--- config.mk ---
export PLATFORM = sky130hd
export DESIGN_NAME = ring_rr_arbiter
export DESIGN_NICKNAME = d
export VERILOG_FILES = /design/src/rtl/ring_arb_pkg.sv /design/src/rtl/ring_rr_pick.sv /design/src/rtl/ring_rr_arbiter.sv
export SDC_FILE = /design/constraint.sdc
export NUM_CORES = 1
export LEC_CHECK = 0
export ABC_AREA = 1
export CORE_ASPECT_RATIO = 0.9
export CORE_UTILIZATION = 44
export DETAILED_ROUTE_END_ITERATION = 10
export PLACE_DENSITY = 0.77
export SETUP_SLACK_MARGIN = 0.2
export SYNTH_ARGS = -nofsm -noshare
export SYNTH_HDL_FRONTEND = slang
export SYNTH_SLANG_ARGS = --single-unit
export TNS_END_PERCENT = 30
--- constraint.sdc ---
create_clock -name clk -period 1.3 [get_ports clk]
set_input_delay 0.26 -clock clk [delete_from_list [all_inputs] [get_ports clk]]
set_output_delay 0.26 -clock clk [all_outputs]
set_load 0.1 [all_outputs]
--- src/rtl/ring_arb_pkg.sv ---
// Shared types and defaults for the ring round-robin arbiter.
// Contents: arbiter state enumeration, default requester count and hold limit.
package ring_arb_pkg;

  localparam int unsigned N_DEF        = 4;
  localparam int unsigned MAX_HOLD_DEF = 8;

  typedef enum logic [1:0] {
    ST_IDLE = 2'd0,
    ST_OWN  = 2'd1,
    ST_GAP  = 2'd2
  } state_e;

endpackage

--- src/rtl/ring_rr_pick.sv ---
// Rotate-priority selector: returns the first set req bit at or above the
// one-hot ptr position, wrapping from N-1 back to 0.
// Ports:
//   req  - request vector
//   ptr  - one-hot highest-priority position
//   pick - one-hot selection, all-zero when req is zero
module ring_rr_pick #(
  parameter int unsigned N = 4
) (
  input  logic [N-1:0] req,
  input  logic [N-1:0] ptr,
  output logic [N-1:0] pick
);

  logic [N-1:0] mask;
  logic [N-1:0] hi_req;
  logic         acc;

  // Thermometer mask: bits at or above the ptr position.
  always_comb begin
    mask = '0;
    acc  = 1'b0;
    for (int i = 0; i < int'(N); i++) begin
      acc     = acc | ptr[i];
      mask[i] = acc;
    end
  end

  // Lowest set bit of the upper region, else wrap to lowest set bit overall.
  always_comb begin
    hi_req = req & mask;
    if (|hi_req) begin
      pick = hi_req & (~hi_req + N'(1));
    end else begin
      pick = req & (~req + N'(1));
    end
  end

endmodule

--- src/rtl/ring_rr_arbiter.sv ---
// Ring round-robin arbiter with bounded grant hold time.
// A grant is held until the owner pulses done, drops req, or MAX_HOLD cycles
// elapse; every release is followed by a one-cycle GAP and rotates the token.
// Ports:
//   clk       - clock
//   clr       - synchronous active-high reset
//   req       - per-requester request level
//   done      - per-requester release pulse (owner's bit only)
//   gnt       - registered one-hot grant
//   gnt_valid - registered, high when gnt is non-zero
//   ptr       - registered one-hot priority token
//   timeout   - registered one-cycle pulse on MAX_HOLD revocation
module ring_rr_arbiter
  import ring_arb_pkg::*;
#(
  parameter int unsigned N        = N_DEF,
  parameter int unsigned MAX_HOLD = MAX_HOLD_DEF
) (
  input  logic         clk,
  input  logic         clr,
  input  logic [N-1:0] req,
  input  logic [N-1:0] done,
  output logic [N-1:0] gnt,
  output logic         gnt_valid,
  output logic [N-1:0] ptr,
  output logic         timeout
);

  localparam int unsigned HW = $clog2(MAX_HOLD + 1);

  state_e        state_q, state_d;
  logic [N-1:0]  gnt_q, gnt_d;
  logic          valid_q, valid_d;
  logic [N-1:0]  ptr_q, ptr_d;
  logic [HW-1:0] hold_q, hold_d;
  logic          timeout_q, timeout_d;

  logic [N-1:0]  pick;
  logic          own_done;
  logic          own_req;
  logic          expire;

  ring_rr_pick #(.N(N)) u_pick (
    .req  (req),
    .ptr  (ptr_q),
    .pick (pick)
  );

  // Owner-qualified release terms; gnt_q is one-hot so masking isolates the owner.
  assign own_done = |(done & gnt_q);
  assign own_req  = |(req & gnt_q);
  assign expire   = (hold_q == HW'(MAX_HOLD));

  // State register.
  always_ff @(posedge clk) begin
    if (clr) begin
      state_q   <= ST_IDLE;
      gnt_q     <= '0;
      valid_q   <= 1'b0;
      ptr_q     <= N'(1);
      hold_q    <= '0;
      timeout_q <= 1'b0;
    end else begin
      state_q   <= state_d;
      gnt_q     <= gnt_d;
      valid_q   <= valid_d;
      ptr_q     <= ptr_d;
      hold_q    <= hold_d;
      timeout_q <= timeout_d;
    end
  end

  // Next-state and output logic.
  always_comb begin
    state_d   = state_q;
    gnt_d     = gnt_q;
    ptr_d     = ptr_q;
    hold_d    = hold_q;
    timeout_d = 1'b0;

    unique case (state_q)
      ST_IDLE: begin
        if (|req) begin
          state_d = ST_OWN;
          gnt_d   = pick;
          hold_d  = HW'(1);
        end
      end
      ST_OWN: begin
        if (own_done || !own_req || expire) begin
          state_d   = ST_GAP;
          gnt_d     = '0;
          hold_d    = '0;
          // Token moves to one position above the released owner.
          ptr_d     = {gnt_q[N-2:0], gnt_q[N-1]};
          // Voluntary release wins over simultaneous expiry.
          timeout_d = expire && !own_done && own_req;
        end else if (!expire) begin
          hold_d = hold_q + HW'(1);
        end
      end
      ST_GAP: begin
        state_d = ST_IDLE;
      end
      default: begin
        state_d = ST_IDLE;
        gnt_d   = '0;
        hold_d  = '0;
      end
    endcase

    valid_d = |gnt_d;
  end

  assign gnt       = gnt_q;
  assign gnt_valid = valid_q;
  assign ptr       = ptr_q;
  assign timeout   = timeout_q;

endmodule

# ---- Word level (Yosys, flattened, before mapping)
# Index checks and enable logic that the tools add are counted.
dict set report totals {
  register_bits 16
  mem_bits_rw 0
  rom_bits 0
  word_cells 55
  latchBits 0
  out_inout_bits 10
  memories 0
}
dict set report op_classes {
  div 0
  n_reduce_logical 16
  magnitude_cmp 0
  bitwise_logic 13
  n_eq_ne 6
  n_shift 0
  muxes 11
  multipliers 0
  n_addsub 3
}
# op count
set op_table {}
lappend op_table {{$mux 4} 6}
lappend op_table {{$pmux 4 s3} 2}
lappend op_table {{$and 4x4->4} 5}
lappend op_table {{$reduce_or 4->1} 5}
lappend op_table {{$add 4x1->4 const B} 3}
lappend op_table {{$not 4->4} 2}
lappend op_table {{$eq 4x4->1 const B} 1}
lappend op_table {{$mux 2} 2}
lappend op_table {{$ne 2x2->1 const B} 2}
lappend op_table {{$pmux 2 s2} 1}
lappend op_table {{$reduce_and 2->1} 2}
lappend op_table {{$ne 3x3->1 const B} 1}
lappend op_table {{$not 1->1} 3}
lappend op_table {{$or 1x1->1} 3}
lappend op_table {{$reduce_and 3->1} 1}
lappend op_table {{$reduce_or 3->1} 1}
lappend op_table {{$eq 2x1->1 const B} 1}
lappend op_table {{$eq 2x2->1 const B} 1}
lappend op_table {{$logic_and 1x1->1} 2}
lappend op_table {{$logic_not 1->1} 2}
lappend op_table {{$logic_not 2->1} 1}
lappend op_table {{$logic_or 1x1->1} 2}

# ---- Depth between registers and ports, before layout
# Gate-level depths: netlist of the first run.
dict set report logic_depth {
  ltp_word 11
  mapped_depth 10
  depth_no_buf 10
}

# ---- Hierarchy
# Synthesis of the first run repeated with hierarchy kept, for this count alone.
dict set report unflattened {
  hier_cells 151
  area_unflattened_um2 964.7
}
# mod area_each_um2 instances cells_each seq_area_each_um2
set modules_own_cells {}
lappend modules_own_cells {ring_rr_arbiter 848.3 1 125 320.3}
lappend modules_own_cells {ring_rr_pick 116.4 1 26 0.0}

# ---- Worst setup path before layout of the first run
# Ideal clock, no wire load.
dict set report synth_path {
  kind {register to register}
  startpoint {register gnt_q[3], in the netlist gnt[3]}
  endpoint {register ptr_q[0], in the netlist ptr[0]}
  t_arrival_ns 1.776
  path_slack_ns -0.602
  n_path_buf 0
  stages_incl_launch_ff 11
  path_cell_list {dfxtp_1 > nand2_1 > nand2_1 > inv_1 > nand2_1 > and2_1 > nand2_1 > nand2_2 > inv_2 > nand2_1 > o211ai_2}
}
dict set report synth_between {
  elab_chain_len 6
  word_cells_on_any_way 8
  cone_classes {bitwise (2); reduce/logical (6)}
}
# item line_no
set synth_rtl {}
lappend synth_rtl {{start: declaration} ring_rr_arbiter.sv:32} ;# logic [N-1:0] gnt_q, gnt_d;
lappend synth_rtl {{start signal: assignment} ring_rr_arbiter.sv:65} ;# gnt_q <= gnt_d;
lappend synth_rtl {{$and 4x4->4} ring_rr_arbiter.sv:51} ;# assign own_req = |(req & gnt_q);
lappend synth_rtl {{$reduce_or 4->1} ring_rr_arbiter.sv:51}
lappend synth_rtl {{$logic_not 1->1} ring_rr_arbiter.sv:90} ;# if (own_done || !own_req || expire) begin
lappend synth_rtl {{$logic_or 1x1->1 (2 in a row)} ring_rr_arbiter.sv:90}
lappend synth_rtl {{$reduce_and 2->1 (no source line)} -}
lappend synth_rtl {{end signal: assignment} ring_rr_arbiter.sv:67} ;# ptr_q <= ptr_d;
lappend synth_rtl {{end: declaration} ring_rr_arbiter.sv:34} ;# logic [N-1:0] ptr_q, ptr_d;
# Parallel ways exist; a longest one is shown, timed or not.
# A chain may end at the register's enable or synchronous reset.

# ---- Worst setup path in the final report of the first run
dict set report layout_path {
  startpoint {register gnt_q[0], in the netlist gnt[0]}
  endpoint {register ptr_q[2], in the netlist ptr[2]}
}
dict set report layout_between {
  elab_chain_len 6
  word_cells_on_any_way 8
  cone_classes {bitwise (2); reduce/logical (6)}
}
# item line_no
set layout_rtl {}
lappend layout_rtl {{$and 4x4->4} ring_rr_arbiter.sv:51}
lappend layout_rtl {{$reduce_or 4->1} ring_rr_arbiter.sv:51}
lappend layout_rtl {{$logic_not 1->1} ring_rr_arbiter.sv:90}
lappend layout_rtl {{$logic_or 1x1->1 (*) (2 in a row)} ring_rr_arbiter.sv:90}
lappend layout_rtl {{$reduce_and 2->1 (no source line) (*)} -}
# Mark *: on every way between the ends. The rest lies on a longest branch, timed or not.

==> impl_metrics.tcl, run 1 <==
set metrics [dict create \
    cts_max_path_buffers 2 \
    die_h_um 45.0 \
    dp.cells 195 \
    multi_input_area_um2 656 \
    final_nets 196 \
    synth_area_um2 903 \
    clk_latency_ps 300 \
    path_class "reg2reg" \
    critPathSlowestCell "dfxtp_4" \
    ff_latch_area_um2 354 \
    core-area_um2 1930 \
    numPortBuffers 19 \
    timing.hold.ws_ps 462 \
    min_period_ps 1390 \
    ios 20 \
    die_area_um2 2240 \
    cts_max_level 1 \
    synth_warnings 0 \
    grt_max_degree 10 \
    wirelength_um 3250 \
    start_util_pct 46.7 \
    synthTopCellsByArea "dfxtp_1, nand2_1, inv_1" \
    clk_pin_slew_ps 90 \
    final_cells 208 \
    vdd_drop_max_v 0.000841 \
    numCtsBuffers 3 \
    cts_tree "done" \
    synth.most_common_cell "nand2_1" \
    violations "negative setup slack" \
    antenna_found_initial 0 \
    drt_iter0_markers 36 \
    path_delay_family "simple AND/OR/NAND/NOR gates" \
    power_density_nw_per_um2 1180 \
    syn_to_final_growth_pct 84.2 \
    syn_nets 148 \
    grt_use_total_pct 25.7 \
    slew_viol_final 0 \
    fill_cells 96 \
    routed_via_density 5.39 \
    maxCapViolations 0 \
    ys_types 25 \
    async_flop_share_pct 0 \
    tightest_slew_ps 321 \
    die_w_um 49.8 \
    ys_seq_area_share_pct 35.5 \
    gp_congestion 0.859 \
    drive_gt1_share_pct 54.1 \
    crit_buf_inv 1 \
    grt_pass1_vias 992 \
    clock_sinks 16 \
    endpoint_kind "register" \
    cts_root_buf "clkbuf_4" \
    cp.required_ps 1490 \
    drc 0 \
    path_cells "nand2_1, nand2_1, inv_1, nand2_2, and2_4, nand2_4, nand2_4, o21ai_1, a21oi_2" \
    synth_seq_cells 16 \
    period_share_pct 107 \
    status "finished with violations" \
    grt_pass1_wl_um 4260 \
    synth-main-ff-cell "dfxtp_1" \
    grt_remaining_overflow 0 \
    timing.final.setup_violations 8 \
    cpPeakStageDelay_ps 380 \
    n_antenna_cell 0 \
    cts_hold_buffers 0 \
    worstSetupStartpointType "register" \
    synth_top_area_share_pct 35.5 \
    vias 1122 \
    hp-class "in2reg" \
    synth_edf_count 0 \
    fmax_mhz 718 \
    syn_inst 136 \
    num_rows 15 \
    finalHoldViolations 0 \
    cp_max_fo 6 \
    yosysTopAreaCell "dfxtp_1" \
    synthTopCellsByCount "nand2_1, inv_1, nor2_1" \
    worst_slack_ps -93.0 \
    first_pass_iters 4 \
    dp_slack_ps -505 \
    ant_nets 0 \
    syn_avg_cell_area_um2 6.64 \
    crit_arrival_ps 1580 \
    grt_setup_unrepaired "yes" \
    wl_per_cell_um 15.6 \
    clock-skew-final_ps 3.87 \
    power.leakage_nw 0.777 \
    relSlewSlack_pct 78.5 \
    hpwl_um 1950 \
]
## layout make-up
class / instances / share of cell area (%)
tap: 25 / 1.88
inverter: 21 / 4.89
timing repair buffer: 44 / 30.4
multi-input combinational: 98 / 39.4
sequential: 16 / 21.3
clock buffer: 4 / 2.18
## layer usage
metal	wire length (µm)	up-vias	global-route usage, %
li1	-	521	-
met1	1320	520	30.8
met2	1560	65	45.7
met3	239	16	6.40
met4	130	0	8.57
met5	0	-	0
## tightest hold or removal path: cells and delay by family
kind | cells | cell delay (ps)
simple gates | 3 | 280
compound gates | 1 | 60
buf+inv | 1 | 140
## metrics by stage
step | cell area (µm²) | utilization [%] | power, mW | setup TNS, ps
floorplan | 933 | - | 1.11 | -249
global placement | 1370 | 70.9 | 1.42 | -5590
detailed placement | 1370 | 70.9 | 1.44 | -6320
CTS | 1470 | 75.9 | 1.80 | -15.9
global route | 1660 | 86.1 | 2.03 | -1280
finish | 1660 | 86.1 | 1.96 | -380
## sequential cells by signal, summed over array words and instances (netlist names)
| register | cells |
|---|---|
| state_q | 2 |
| hold_q | 4 |
| gnt | 4 |
| gnt_valid | 1 |
| ptr | 4 |
| timeout | 1 |
## placed cells by master (no fill, tap or decap), drive strengths merged, types with 5 or more instances in the layout
| master | n |
|---|---|
| a21oi | 11 |
| buf | 35 |
| clkbuf | 5 |
| dfxtp | 16 |
| inv | 21 |
| nand2 | 43 |
| nand3 | 8 |
| nor2 | 22 |
| o21ai | 5 |
## power by group
| part | leakage, nW | internal (mW) | switching (mW) |
|---|---|---|---|
| registers | 0.137 | 0.548 | 0.0649 |
| clock network | 0.0210 | 0.171 | 0.159 |
| logic | 0.618 | 0.400 | 0.621 |
| total | 0.777 | 1.12 | 0.845 |
## cells by family (layout without fill, tap and decap cells)
logic type / Yosys count / after routing / synth area share (%)
buf+inv: 22 / 69 / 9.14
xor+xnor: 1 / 1 / 0.970
compound gates: 19 / 19 / 13.6
fa+ha+maj: 2 / 2 / 2.77
simple gates: 76 / 76 / 38.1
flops: 16 / 16 / 35.5
## path summary, 6_finish.rpt
path,startpoint,end,slack (ps),cells after the start
max,gnt[0]$_SDFF_PP0_,ptr[2]$_SDFFE_PP0P_,-90,9
min,req[1],gnt[1]$_SDFF_PP0_,460,5
max reg2reg,gnt[0]$_SDFF_PP0_,ptr[2]$_SDFFE_PP0P_,-90,9
min reg2reg,hold_q[1]$_SDFFE_PP0P_,hold_q[1]$_SDFFE_PP0P_,510,2
## timing repair
| item | CTS | global route |
|---|---|---|
| setup buffers | 2 | 7 |
| setup endpoints to repair | 24 | 25 |
| pin swaps | 15 | 20 |
| gates resized for setup | 23 | 44 |
Note: power is estimated with default switching activity, not from simulation.
==> run 2, diff against run 1 <==
CORE_MARGIN = 10   (was default)
==> impl_metrics.tcl, run 2 (synthesis gave the netlist of run 1 again) <==
set metrics [dict create \
    status "finished with violations" \
    violations "negative setup slack" \
    cts_max_path_buffers 2 \
    grt_pass1_vias 1111 \
    path_delay_family "simple AND/OR/NAND/NOR gates" \
    wirelength_um 3140 \
    critPathSlowestCell "dfxtp_4" \
    cts_max_level 1 \
    syn_to_final_growth_pct 81.0 \
    endpoint_kind "register" \
    final_common_cell "nand2_1" \
    die_w_um 67.8 \
    clock-skew-final_ps 2.78 \
    fmax_mhz 766 \
    path_cells "nor2_4, nand3_2, o211ai_1, nand2_1, nor2_1, a21oi_1" \
    mostFrequentLayoutCells "nand2_1, buf_4, inv_1, nand2_2, nor2_1" \
    worst-path-stages 6 \
    worstSetupStartpointType "register" \
    cts_hold_buffers 0 \
    clock_sinks 16 \
    cts_tree "done" \
    slew_viol_final 0 \
    num_rows 15 \
    tightest_slew_ps 307 \
    placed_area_um2 1360 \
    drt_iter0_markers 67 \
    n_antenna_cell 0 \
    rr_worst_depth 6 \
    vias 1078 \
    groute.layer.met3.usage_pct 5.56 \
    drive_gt1_share_pct 56.9 \
    cpPeakStageDelay_ps 380 \
    hp-class "in2reg" \
    hpwl_um 2060 \
    grt_max_degree 10 \
    gp_congestion 0.874 \
    clk_pin_slew_ps 90 \
    grt_util_met1_pct 16.0 \
    grt_remaining_overflow 0 \
    crit_arrival_ps 1500 \
    power.leakage_nw 0.737 \
    maxCapViolations 0 \
    start_util_pct 46.7 \
    cp.required_ps 1490 \
    grt_use_total_pct 14.5 \
    die_h_um 63.0 \
    cp_max_fo 4 \
    clk_latency_ps 290 \
    relSlewSlack_pct 79.5 \
    path_class "reg2reg" \
    fill_cells 99 \
    grt_setup_unrepaired "yes" \
    die_area_um2 4270 \
    crit_buf_inv 0 \
    routed_via_density 5.23 \
    fin_util_pct 84.6 \
    min_path_cells 5 \
    finalPower_mw 1.93 \
    min_period_ps 1310 \
    design_area_um2 1640 \
    timing.final.setup_violations 1 \
    numPortBuffers 19 \
    antenna_found_initial 0 \
    period_share_pct 100 \
    core-area_um2 1930 \
    grt.met2_usage_pct 23.6 \
    ios 20 \
    final_nets 194 \
    vdd_drop_max_v 0.000882 \
    worst_slack_ps -6.28 \
    drc 0 \
    top_usage_layer "met2" \
    first_pass_iters 4 \
    grt_pass1_wl_um 4910 \
    ant_nets 0 \
    numCtsBuffers 3 \
    power_density_nw_per_um2 1180 \
    cts_root_buf "clkbuf_4" \
    wl_per_cell_um 15.2 \
    finalHoldViolations 0 \
]
-- run 2: cell count changes in the layout (fill, tap and decap cells not counted), moves of 3 or more --
cell,change
buf_4,+5
nor2_4,+3
buf_6,-7
nor2_2,-4
-- run 2: what timing repair did --
| action | CTS | global route |
|---|---|---|
| hold endpoints to repair | 0 | 0 |
| setup endpoints to repair | 24 | 26 |
| buffers inserted | 6 | 3 |
| resized for setup | 40 | 25 |
| pin swaps | 18 | 7 |
-- run 2: metal layers --
layer | up-vias | wire length (µm)
met4 | 0 | 124
li1 | 520 | -
met5 | - | 0
met1 | 499 | 1180
met2 | 42 | 1570
met3 | 17 | 262
-- run 2: path summary, 6_finish.rpt --
path,startpoint,slack (ps),to
setup / recovery,ptr[1]$_SDFFE_PP0P_,-6,gnt_valid$_SDFF_PP0_
hold reg to reg,hold_q[1]$_SDFFE_PP0P_,500,hold_q[1]$_SDFFE_PP0P_
hold / removal,req[1],460,gnt[1]$_SDFF_PP0_
setup reg to reg,ptr[1]$_SDFFE_PP0P_,-6,gnt_valid$_SDFF_PP0_
-- run 2: worst min-delay path, cell delays in order --
cell	delay, ps
buf_2	140
nand2_1	70
nand3_1	80
nand3_2	100
a21oi_1	60
-- run 2: per-stage QoR --
| stage | instances | setup TNS [ps] | setup WS [ps] | hold WS (ps) |
|---|---|---|---|---|
| 6_report | 206 | -6.28 | -6.28 | 461 |
| 5_1_grt | 206 | -591 | -102 | 484 |
| 4_1_cts | 203 | 0 | 27.8 | 481 |
| 3_5_place_dp | 193 | -6070 | -495 | 484 |
| 3_3_place_gp | 193 | -5590 | -458 | 466 |
| 2_1_floorplan | 136 | -249 | -82.2 | 451 |
-- run 2: area by class of cell --
| cell class | instances | area [µm²] | area share (%) |
|---|---|---|---|
| multi-input combinational | 98 | 671 | 41.0 |
| tap | 25 | 31.3 | 1.91 |
| clock buffer | 4 | 36.3 | 2.22 |
| timing repair buffer | 42 | 462 | 28.2 |
| inverter | 21 | 81.3 | 4.97 |
| sequential | 16 | 354 | 21.7 |
-- run 2: power by group --
group	switching, mW	internal [mW]	leakage [nW]
sequential	0.0625	0.548	0.137
clock	0.165	0.171	0.0210
combinational	0.605	0.379	0.578
total	0.832	1.10	0.737
